[config.mk]
export PLATFORM = sky130hd
export DESIGN_NAME = load_store_unit_flat
export DESIGN_NICKNAME = d
export VERILOG_FILES = /design/src/rtl/lsu_pkg.sv /design/src/rtl/lsu_if.sv /design/src/rtl/lsu_lane.sv /design/src/rtl/load_store_unit.sv /design/src/flat_wrapper.sv
export SDC_FILE = /design/constraint.sdc
export NUM_CORES = 1
export LEC_CHECK = 0
export CAP_MARGIN = 20
export CORE_ASPECT_RATIO = 0.9
export CORE_MARGIN = 1.5
export CORE_UTILIZATION = 49
export DETAILED_ROUTE_END_ITERATION = 6
export PLACE_DENSITY = 0.81
export SKIP_LAST_GASP = 1
export SLEW_MARGIN = 20
export SYNTH_ARGS = -nofsm -noshare
export SYNTH_HDL_FRONTEND = slang
export SYNTH_SLANG_ARGS = --single-unit
[constraint.sdc]
create_clock -name clk -period 2.8 [get_ports clk]
set_clock_uncertainty 0.15 [all_clocks]
set_input_delay 0.28 -clock clk [delete_from_list [all_inputs] [get_ports clk]]
set_output_delay 0.28 -clock clk [all_outputs]
set_load 0.03 [all_outputs]
[src/rtl/lsu_pkg.sv]
// lsu_pkg: FSM states, RISC-V load/store width codes and the alignment check.
package lsu_pkg;
  typedef enum logic [2:0] {IDLE, READ, CAPT, WRITE, DONE} state_e;
  localparam logic [2:0] F3_B  = 3'b000;
  localparam logic [2:0] F3_H  = 3'b001;
  localparam logic [2:0] F3_W  = 3'b010;
  localparam logic [2:0] F3_D  = 3'b011;
  localparam logic [2:0] F3_BU = 3'b100;
  localparam logic [2:0] F3_HU = 3'b101;
  localparam logic [2:0] F3_WU = 3'b110;
  function automatic logic access_err(input logic [2:0] f3, input logic [2:0] a);
    return f3 == 3'b111 || (f3 inside {F3_H, F3_HU} && a[0]) ||
           (f3 inside {F3_W, F3_WU} && a[1:0] != 2'b00) || (f3 == F3_D && a != 3'b000);
  endfunction
endpackage

[src/rtl/lsu_if.sv]
// lsu_if: core request and data-memory signals of the load/store unit.
interface lsu_if;
  logic        start;
  logic        is_store;
  logic [2:0]  funct3;
  logic [63:0] addr;
  logic [63:0] store_data;
  logic [63:0] mem_addr;
  logic        mem_wr;
  logic [63:0] mem_wdata;
  logic [63:0] mem_rdata;
  logic [63:0] load_data;
  logic        busy;
  logic        done;
  logic        err;
  modport slave (input start, is_store, funct3, addr, store_data, mem_rdata,
                 output mem_addr, mem_wr, mem_wdata, load_data, busy, done, err);
  modport master (output start, is_store, funct3, addr, store_data, mem_rdata,
                  input mem_addr, mem_wr, mem_wdata, load_data, busy, done, err);
endinterface

[src/rtl/lsu_lane.sv]
// lsu_lane: extracts/extends a load lane and merges store bytes into a doubleword.
module lsu_lane
  import lsu_pkg::*;
(
  input  logic [2:0]  f3_i,
  input  logic [2:0]  off_i,
  input  logic [63:0] rdata_i,
  input  logic [63:0] sdata_i,
  output logic [63:0] ldata_o,
  output logic [63:0] wdata_o
);
  logic [7:0]  rb;
  logic [15:0] rh;
  logic [31:0] rw;
  logic [7:0]  bm;
  logic [63:0] mask;
  logic        sg;
  logic        is_b, is_h, is_w;
  assign is_b = f3_i inside {F3_B, F3_BU};
  assign is_h = f3_i inside {F3_H, F3_HU};
  assign is_w = f3_i inside {F3_W, F3_WU};
  assign sg   = !(f3_i inside {F3_BU, F3_HU, F3_WU});
  assign rb   = 8'(rdata_i >> {off_i, 3'b000});
  assign rh   = 16'(rdata_i >> {off_i[2:1], 4'b0000});
  assign rw   = 32'(rdata_i >> {off_i[2], 5'b00000});
  assign ldata_o = is_b ? {{56{sg & rb[7]}}, rb} :
                   is_h ? {{48{sg & rh[15]}}, rh} :
                   is_w ? {{32{sg & rw[31]}}, rw} : rdata_i;
  // byte-enable mask of the addressed lanes, expanded to bit granularity
  assign bm = (is_b ? 8'h01 : is_h ? 8'h03 : is_w ? 8'h0F : 8'hFF) << off_i;
  for (genvar g = 0; g < 8; g++) begin : g_mask
    assign mask[8*g +: 8] = {8{bm[g]}};
  end
  assign wdata_o = (rdata_i & ~mask) | ((sdata_i << {off_i, 3'b000}) & mask);
endmodule

[src/rtl/load_store_unit.sv]
// load_store_unit: multi-cycle RISC-V load/store sequencer with read-modify-write
// for sub-doubleword stores and early error completion for bad accesses.
module load_store_unit
  import lsu_pkg::*;
(
  input  logic clk,
  input  logic rst,
  lsu_if.slave bus
);
  state_e      state_q, state_d;
  logic        st_q, st_d, err_q, err_d;
  logic [2:0]  f3_q, f3_d;
  logic [63:0] addr_q, addr_d, sdata_q, sdata_d, wdata_q, wdata_d, ld_q, ld_d;
  logic [63:0] lane_ld, lane_wd;
  logic        take, bad;
  assign take = state_q == IDLE && bus.start;
  assign bad  = access_err(bus.funct3, bus.addr[2:0]);
  lsu_lane u_lane (
    .f3_i   (f3_q),
    .off_i  (addr_q[2:0]),
    .rdata_i(bus.mem_rdata),
    .sdata_i(sdata_q),
    .ldata_o(lane_ld),
    .wdata_o(lane_wd)
  );
  always_ff @(posedge clk or negedge rst) begin
    if (!rst) state_q <= IDLE;
    else      state_q <= state_d;
  end
  always_comb begin
    state_d = state_q;
    case (state_q)
      IDLE:    state_d = !bus.start ? IDLE : bad ? DONE :
                         (bus.is_store && bus.funct3 == F3_D) ? WRITE : READ;
      READ:    state_d = CAPT;
      CAPT:    state_d = st_q ? WRITE : DONE;
      WRITE:   state_d = DONE;
      default: state_d = IDLE;
    endcase
  end
  // sd skips the read phase, so its write word is loaded straight from store_data
  always_comb begin
    st_d    = take ? bus.is_store : st_q;
    f3_d    = take ? bus.funct3 : f3_q;
    addr_d  = take ? bus.addr : addr_q;
    sdata_d = take ? bus.store_data : sdata_q;
    err_d   = take ? bad : err_q;
    wdata_d = take ? bus.store_data : (state_q == CAPT && st_q) ? lane_wd : wdata_q;
    ld_d    = (state_q == CAPT && !st_q) ? lane_ld : ld_q;
  end
  always_ff @(posedge clk or negedge rst) begin
    if (!rst) begin
      st_q    <= 1'b0;
      f3_q    <= 3'b000;
      addr_q  <= 64'd0;
      sdata_q <= 64'd0;
      err_q   <= 1'b0;
      wdata_q <= 64'd0;
      ld_q    <= 64'd0;
    end else begin
      st_q    <= st_d;
      f3_q    <= f3_d;
      addr_q  <= addr_d;
      sdata_q <= sdata_d;
      err_q   <= err_d;
      wdata_q <= wdata_d;
      ld_q    <= ld_d;
    end
  end
  always_comb begin
    bus.busy      = state_q != IDLE;
    bus.done      = state_q == DONE;
    bus.err       = state_q == DONE && err_q;
    bus.mem_wr    = state_q == WRITE;
    bus.mem_addr  = {addr_q[63:3], 3'b000};
    bus.mem_wdata = wdata_q;
    bus.load_data = ld_q;
  end
endmodule

[src/flat_wrapper.sv]
// flat-port wrapper written by rule: the top's interface ports become plain ports
module load_store_unit_flat import lsu_pkg::*;
  (clk, rst, bus_start, bus_is_store, bus_funct3, bus_addr, bus_store_data, bus_mem_rdata, bus_mem_addr, bus_mem_wr, bus_mem_wdata, bus_load_data, bus_busy, bus_done, bus_err);
  lsu_if bus_i ();
  input  logic clk;
  input  logic rst;
  input wire logic [$bits(bus_i.start)-1:0] bus_start;
  input wire logic [$bits(bus_i.is_store)-1:0] bus_is_store;
  input wire logic [$bits(bus_i.funct3)-1:0] bus_funct3;
  input wire logic [$bits(bus_i.addr)-1:0] bus_addr;
  input wire logic [$bits(bus_i.store_data)-1:0] bus_store_data;
  input wire logic [$bits(bus_i.mem_rdata)-1:0] bus_mem_rdata;
  output wire logic [$bits(bus_i.mem_addr)-1:0] bus_mem_addr;
  output wire logic [$bits(bus_i.mem_wr)-1:0] bus_mem_wr;
  output wire logic [$bits(bus_i.mem_wdata)-1:0] bus_mem_wdata;
  output wire logic [$bits(bus_i.load_data)-1:0] bus_load_data;
  output wire logic [$bits(bus_i.busy)-1:0] bus_busy;
  output wire logic [$bits(bus_i.done)-1:0] bus_done;
  output wire logic [$bits(bus_i.err)-1:0] bus_err;
  assign bus_i.start = bus_start;
  assign bus_i.is_store = bus_is_store;
  assign bus_i.funct3 = bus_funct3;
  assign bus_i.addr = bus_addr;
  assign bus_i.store_data = bus_store_data;
  assign bus_i.mem_rdata = bus_mem_rdata;
  assign bus_mem_addr = bus_i.mem_addr;
  assign bus_mem_wr = bus_i.mem_wr;
  assign bus_mem_wdata = bus_i.mem_wdata;
  assign bus_load_data = bus_i.load_data;
  assign bus_busy = bus_i.busy;
  assign bus_done = bus_i.done;
  assign bus_err = bus_i.err;
  load_store_unit u_core (.clk(clk), .rst(rst), .bus(bus_i));
endmodule
# == Word level (Yosys, flattened, before mapping) ==
# Index checks and enable logic that the tools add are counted.
# totals
output_inout_bits,196
in_bits,199
word_cells,73
regBits,264
# op_classes
eq_ne,15
n_mux,13
bitwise,7
shifts,5
reduce_logical,25
# ops
op,n
64-bit 2-to-1 mux,5
64-bit AND,2
64-bit NOT,1
64-bit OR,1
64-bit by 6-bit left shift with 64-bit output,1
64-bit by 6-bit right shift with 16-bit output,1
64-bit by 6-bit right shift with 32-bit output,1
64-bit by 6-bit right shift with 8-bit output,1
8-bit 2-to-1 mux,3
3-bit equality test (second input constant),7
3-bit by 2-bit equality test with 1-bit output (second input constant),5
2-bit nonzero test,7
3-bit one-hot mux with 4 select lines,1
3-bit by 1-bit equality test with 1-bit output (second input constant),3
3-bit 2-to-1 mux,3
3-bit nonzero test,3
1-bit logical AND,8
8-bit by 3-bit left shift with 8-bit output,1
3-bit logical NOT,2
1-bit AND,3
1-bit logical OR,3
1-bit logical NOT,2
2-bit 2-to-1 mux,1

# == Longest topological paths before layout ==
# Gate-level depths: netlist of the first run.
# depth
ltp_word,11
mapped_depth,9
ltp_nobuf,5

# == Cells and area by module ==
# A second synthesis of the first run with hierarchy kept.
# hier_totals
hier_cells,1650
hier_area_um2,15793.9
# by_module_without_submodules
mod,n_inst,seq_area_each_um2,area_each_um2,cells_each
load_store_unit,1,6606.3,11334.6,994
lsu_lane,1,0.0,4459.3,656

# == Worst setup path before layout of the first run ==
# OpenSTA, ideal clock, no wires.
# synth_path
path_kind,register to output
start,reg u_core.state_q[0]
end,out bus_err
t_arrival_ns,1.695
required_time_ns,2.370
stages_incl_launch_ff,4
path_slack_ns,0.675
n_path_buf,1
cell_sequence,dfrtp_1 > clkbuf_1 > nor3b_1 > and2_1
# synth_between
elab_chain_len,2
# synth_rtl
element,line,text
from (decl),load_store_unit.sv:10,"state_e state_q, state_d;"
from (signal assigned),load_store_unit.sv:28,else state_q <= state_d;
3-bit equality test,--,
named net bus_done,flat_wrapper.sv:18,output wire logic [$bits(bus_i.done)-1:0] bus_done;
1-bit logical AND,load_store_unit.sv:73,bus.err = state_q == DONE && err_q;
to (decl),flat_wrapper.sv:19,output wire logic [$bits(bus_i.err)-1:0] bus_err;
# The timed path passes the listed nets, and every way through them passes these cells.

# == Worst setup path after layout of the first run ==
# layout_path
start,reg u_core.addr_q[2]
end,"reg u_core.wdata_q[36], in the netlist u_core.bus.mem_wdata[36]"
# layout_between
elab_chain_len,6
elab_cells_between_ends,8
classes_between,2 x shift; 2 x mux; 4 x bitwise
# layout_rtl
element,line,text
from (decl),load_store_unit.sv:13,"logic [63:0] addr_q, addr_d, sdata_q, sdata_d, wdata_q, wdata_d, ld_q, ld_d;"
from (signal assigned),load_store_unit.sv:63,addr_q <= addr_d;
branches (longest 3 deep; another with 64-bit by 6-bit left shift with 64-bit output),--,
64-bit OR *,lsu_lane.sv:34,"assign wdata_o = (rdata_i & ~mask) | ((sdata_i << {off_i, 3'b000}) & mask);"
64-bit 2-to-1 mux * (2 in a row),load_store_unit.sv:48,wdata_d = take ? bus.store_data : (state_q == CAPT && st_q) ? lane_wd : wdata_q;
to (signal assigned),load_store_unit.sv:66,wdata_q <= wdata_d;
to (decl),load_store_unit.sv:13,
# Every way passes the cells marked *. The select of a mux whose other input is x is not followed.
# A chain may end at the register's enable or synchronous reset.

==> results.yml, run 1 <==
pwr:
  peakVddDrop_mv: 0.8366
  powerDensity_nw_per_um2: 1385
  p_leak_uw: 0.008773
  finalPower_uw: 27350
synth:
  ys_seq_area_share_pct: 44.80
  synth_top_family_by_area: "simple AND/OR/NAND/NOR gates"
  netlist_area_sq_um: 14750
  muxShareOfSynthArea_pct: 12.75
  synth-main-ff-cell: "dfrtp_1"
  syn_area_per_cell_sq_um: 8.845
  synth_compound_area_share_pct: 16.01
  synth-edff-count: 0
  yosys_register_bits: 264
  syn_inst: 1667
  yosysWarnings: 0
  yosys.area_share.adder_pct: 0
  yosys.cell_types.count: 60
  synth_simple_gate_area_share_pct: 18.72
  synthXorXnorAreaFrac_pct: 0
  synthArstFlopShare_pct: 100.0
drt:
  via_per_inst: 6.125
  wl_per_cell_um: 23.99
  route.detailed.drc: 0
  dr.pass1.iters: 6
  dr_total_vias: 14710
  wl_mm: 57.60
  drt-initial-drc-count: 1763
  detail-route-antenna-nets: 0
sta:
  tightestPinTransition_ns: 0.7415
  slew_violations: 0
  fmaxAchievable_ghz: 0.3690
  setup_viol: 0
  finalCriticalPeriod_ns: 2.710
  fin_setup_tns_ns: 0
  hold_viol_final: 0
  slew_headroom_pct: 50.45
  fin_crit_sh_pct: 96.79
  rsz0062_at_grt: "false"
floorplanning:
  die_area_sq_um: 31140
  core_sq_um: 29730
  dieHeight_um: 167.6
  core.rowCount: 60
  num_io_pins: 395
  start_util_pct: 49.60
  die_w_um: 185.9
cts:
  cts-buffers-inserted: 28
  root_buffer: "clkbuf_16"
  cts_sinks: 264
  clock_path_buffers: 3
  cts_tree: "built"
  cts_setup_buffers: 0
  worstSkewPairLatency_ns: 0.58
  htree_levels: 1
  clk_pin_slew_ns: 0.06
critical_path:
  worstRegToRegCells: 6
  path_cells: "buf_4 > nand2b_1 > nor2_1 > a211oi_4 > a221oi_1 > o211ai_1"
  crit_path_end_kind: "flop"
  critical_path.startpoint_type: "flop"
  path_depth: 6
  cp-startpoint: "u_core.addr_q[2]"
  cpPeakStageDelay_ns: 0.61
  cp_max_fo: 24
  crit_arrival_ns: 2.99
  worstPathRequired_ns: 3.08
  r2r-start: "u_core.addr_q[2]"
  critPathKind: "flop to flop"
  cp.buffers_inverters: 1
  cpMaxStageDelayCell: "dfrtp_2"
  path_delay_family: "compound AO/OA/AOI/OAI gates"
placement:
  dp.cells: 2349
  dp_hpwl_mm: 42.56
  place_congestion: 0.9786
  io_buffer_count: 391
cells_and_area:
  final_cell_count_no_fill: 2401
  nNetsFinal: 2176
  multi_input_area_sq_um: 7052
  drive_above_1_share_pct: 9.510
  regArea_sq_um: 6615
  layout_commonest_cell: "nand2_1"
  diodes: 0
  layout_common_cells: "nand2_1, clkdlybuf4s50_1, dfrtp_1, mux2i_1, a21oi_1"
  nFillCells: 2387
  syn_to_final_growth_pct: 33.93
min_path:
  hold_depth: 3
  hold_start: "bus_addr[61]"
  hold_path.class: "input pin to flop"
grt:
  grt_pass1_wl_mm: 85.56
  gr-total-overflow: 0
  grt_usage_pct: 36.37
  grt_max_degree: 81
  antenna_found_initial: 0
  grt_pass1_vias: 14340
status:
  outcome: "complete, no violations"
job:
  max_cap_violations: 0
==> final timing paths <==
check                                           end  slack (ns)
min                               u_core.addr_q[61]        0.08
max reg2reg                u_core.bus.mem_wdata[36]        0.09
max                        u_core.bus.mem_wdata[36]        0.09
min reg2reg                        u_core.addr_q[9]        0.32
max in group asynchronous  u_core.bus.load_data[29]        1.57
min in group asynchronous  u_core.bus.mem_wdata[53]        0.15
==> per-layer routing <==
layer | part of all wire [%] | vias up | track usage, %
met4 | 6.4 | 0 | 19.85
li1 | - | 6331 | -
met3 | 12 | 225 | 9.656
met2 | 45 | 1096 | 56.12
met5 | 0 | - | 0
met1 | 37 | 7055 | 46.49
==> what timing repair did <==
action / CTS / global route
resized for setup: 0 / 2
setup endpoints to repair: 0 / 2
endpoints found under the hold margin: 66 / 0
hold buffers: 1 / 0
==> tightest hold or removal path, delay by kind of cell <==
kind	cells	cell delay (ns)
and+or+nand+nor	2	0.09
buffers and inverters	1	0.39
==> through the flow <==
step	utilization, %	cell area, sq um	worst slack [ns]	hold slack [ns]
finish	66.43	19750	0.09000	0.07657
global route	66.43	19750	0.06061	0.06281
CTS	66.39	19740	0.03157	0.06322
detailed placement	63.28	18810	0.1848	0.1687
global placement	63.26	18810	0.01981	0.1568
floorplan	-	14750	0.6748	-0.1656
==> cell usage after synthesis (all sizes together) (11+ instances only) <==
library cell  number  area, sq um
o211ai            37        277.8
dfrtp            264         6606
nand3             16        80.08
nor2b             11        71.32
o21ai             84        420.4
clkbuf            65        244.0
o22a              19        166.4
nand2            502         1884
mux2i            124         1241
a21oi             99        495.5
nand2b            12        75.07
o22ai             28        181.4
mux2              38        435.4
a211oi            15        125.1
nor2              70        270.3
a221oi            17        148.9
a31oi             15        93.84
buf              127        868.3
==> flip-flops by register name (all words and copies together), names as in the netlist <==
name,cells
u_core.state_q,3
u_core.st_q,1
u_core.f3_q,3
u_core.addr_q,64
u_core.sdata_q,64
u_core.bus.mem_wdata,64
u_core.err_q,1
u_core.bus.load_data,64
==> report_power, final <==
part / switching (uW) / leakage [uW] / internal, uW / total (uW)
Combinational: 9550 / 0.00517 / 6460 / 16000
Clock: 1620 / 0.000438 / 2080 / 3700
Sequential: 1920 / 0.00316 / 5720 / 7640
==> cells by family after synthesis <==
| kind of cell | after synthesis |
|---|---|
| buffers and inverters | 198 |
| muxes | 171 |
| other | 1 |
| AOI/OAI and AO/OA | 367 |
| and+or+nand+nor | 666 |
| DFF | 264 |
==> final cells by class <==
type / instances / share of cell area (%)
Multi-Input combinational cell: 1207 / 35.71
Sequential cell: 264 / 33.50
Timing Repair Buffer: 470 / 23.49
Clock buffer: 39 / 4.010
Tap cell: 403 / 2.553
Clock inverter: 12 / 0.6272
Inverter: 6 / 0.1140
Note: power is estimated with default switching activity, not from simulation.
==> run 2: changes to the inputs <==
--- a/config.mk
+++ b/config.mk
@@ -5,14 +5,16 @@
 export SDC_FILE = /design/constraint.sdc
 export NUM_CORES = 1
 export LEC_CHECK = 0
+export ABC_AREA = 1
 export CAP_MARGIN = 20
 export CORE_ASPECT_RATIO = 0.9
 export CORE_MARGIN = 1.5
-export CORE_UTILIZATION = 49
+export CORE_UTILIZATION = 44
 export DETAILED_ROUTE_END_ITERATION = 6
-export PLACE_DENSITY = 0.81
+export PLACE_DENSITY = 0.73
 export SKIP_LAST_GASP = 1
 export SLEW_MARGIN = 20
 export SYNTH_ARGS = -nofsm -noshare
 export SYNTH_HDL_FRONTEND = slang
+export SYNTH_HIERARCHICAL = 1
 export SYNTH_SLANG_ARGS = --single-unit
==> results.yml, run 2 <==
cts:
  root_buffer: "clkbuf_16"
  clock_path_buffers: 3
  hold_buffers: 1
  worstSkewPairLatency_ns: 0.56
  cts-buffers-inserted: 29
  cts_setup_buffers: 0
  cts_tree: "built"
  cts_resized: 0
  htree_levels: 1
  clk_pin_slew_ns: 0.07
  cts_sinks: 264
sta:
  setup_viol: 0
  slew_violations: 0
  slew_headroom_pct: 47.79
  fin_crit_sh_pct: 91.33
  finalCriticalPeriod_ns: 2.557
  fmaxAchievable_ghz: 0.3910
  rsz0062_at_grt: "false"
  fin_setup_tns_ns: 0
  tightestPinTransition_ns: 0.7822
  hold_viol_final: 0
  whs_ns: 0.09211
synth:
  yosys.cell_types.count: 30
  synth.top_cells.by_count: "nand2_1, dfrtp_1, nor2_1, nand3_1, o21ai_0"
  netlist_area_sq_um: 15330
  yosys.area.top_type: "dfrtp_1"
  synth_simple_gate_area_share_pct: 31.12
  synth_compound_area_share_pct: 10.59
  yosys_register_bits: 264
  yosys.area_share.adder_pct: 0
  synth-main-ff-cell: "dfrtp_1"
  synth.area.top_cells: "dfrtp_1, nand2_1, mux2_2"
  yosysTopAreaCellShare_pct: 43.08
  ys_seq_area_share_pct: 43.08
  synthArstFlopShare_pct: 100.0
  yosysWarnings: 6
  yosysMostFrequentCell: "nand2_1"
  syn_inst: 2122
  synthXorXnorAreaFrac_pct: 0
  synth_top_family_by_area: "simple AND/OR/NAND/NOR gates"
  syn_area_per_cell_sq_um: 7.226
  muxShareOfSynthArea_pct: 4.700
  synth-edff-count: 0
critical_path:
  endpoint: "bus_err"
  crit_path_end_kind: "output port"
  crit_arrival_ns: 2.13
  path_delay_family: "buffers and inverters"
  r2r_setup_slack_ns: 0.29
  critPathKind: "flop to output port"
  path_cells: "nor2_1 > and3_1 > clkdlybuf4s50_1"
  worstRegToRegCells: 9
  cp-startpoint: "u_core/state_q[1]"
  worstReg2RegEnd: "u_core/bus.load_data[41]"
  cp_max_fo: 4
  cpMaxStageDelayCell: "clkdlybuf4s50_1"
  cpPeakStageDelay_ns: 0.68
  cp.buffers_inverters: 1
  worstPathRequired_ns: 2.37
  r2r-start: "u_core/addr_q[1]"
  critical_path.startpoint_type: "flop"
  path_depth: 3
cells_and_area:
  layout_commonest_cell: "nand2_1"
  final_area_sq_um: 20130
  syn_to_final_growth_pct: 31.29
  nNetsFinal: 2597
  nFillCells: 3264
  fin_util_pct: 58.88
  drive_above_1_share_pct: 8.030
  layout_common_cells: "nand2_1, clkdlybuf4s50_1, dfrtp_1, nor2_1, nand3_1"
drt:
  dr_total_vias: 15610
  via_per_inst: 5.419
  detail-route-antenna-nets: 0
  dr.pass1.iters: 6
  wl_mm: 60.13
  wl_per_cell_um: 20.87
  route.detailed.drc: 0
  drt-initial-drc-count: 1643
job:
  max_cap_violations: 0
floorplanning:
  start_util_pct: 44.84
  die_area_sq_um: 35980
  core.rowCount: 64
  dieHeight_um: 180.1
  die_w_um: 199.8
  num_io_pins: 395
  core_sq_um: 34190
placement:
  dpl_cell_area_sq_um: 19170
  io_buffer_count: 391
  dp_hpwl_mm: 45.51
  place_congestion: 0.9787
grt:
  grt_usage_pct: 33.40
  grt_pass1_vias: 15270
  grt_max_degree: 108
  grt_pass1_wl_mm: 92.12
  antenna_found_initial: 5
  gr-total-overflow: 0
pwr:
  finalPower_uw: 28600
  powerDensity_nw_per_um2: 1421
  p_leak_uw: 0.009880
  peakVddDrop_mv: 0.7687
min_path:
  hold_path.class: "input pin to flop"
status:
  outcome: "complete, no violations"
==> run 2: area by class of cell <==
cell class	count	area, sq um	area share [%]
Clock buffer	34	764.5	3.797
Sequential cell	264	6609	32.83
Inverter	105	394.1	1.958
Timing Repair Buffer	440	4452	22.11
Clock inverter	15	176.4	0.8763
Antenna cell	3	7.507	0.03729
Tap cell	462	578.1	2.871
Multi-Input combinational cell	1558	7151	35.52
==> run 2: cells by family (layout without fill, tap and decap cells) <==
kind of cell,count (synthesis),after routing
flops,264,264
buf+inv,302,594
simple gates,1210,1210
mux,64,64
other cells,1,6
compound gates,281,281
==> run 2: power by group <==
group	switching, uW	total [uW]	internal (uW)
sequential	1420	7140	5720
combinational	11400	17600	6250
clock	1620	3840	2230
total	14400	28600	14200
==> run 2: worst min-delay path by stage <==
stage,start,to,slack [ns],cells past startpoint
after global placement,rst,u_core/addr_q[34],0.13,1
after global routing,bus_addr[50],u_core/addr_q[50],0.09,3
after floorplan,rst,u_core/addr_q[0],-0.17,0
after CTS,bus_addr[35],u_core/addr_q[35],0.07,3
final,bus_addr[35],u_core/addr_q[35],0.09,3
after detailed placement,rst,u_core/addr_q[29],0.14,1
==> run 2: tightest hold or removal path, cell delays in order <==
cell and delay, ns:
clkdlybuf4s50_1 0.39, nand2_1 0.06, nand2_1 0.04
==> run 2: layer usage <==
metal  share of wire [%]  up-vias  wire [um]  GRT usage (%)
met5               0.052        -         31              0
met4                 2.3        4       1360          8.120
met3                 8.6       90       5194          6.363
met2                  46      751      27690          52.99
met1                  43     7486      25860          46.91
li1                    -     7281          -              -
==> run 2: stage by stage <==
step	worst slack [ns]	instances
after floorplan	0.9873	2124
after global placement	0.3955	2828
after detailed placement	0.3629	2828
after CTS	0.2069	2878
after global routing	0.1308	2880
final	0.2427	2881
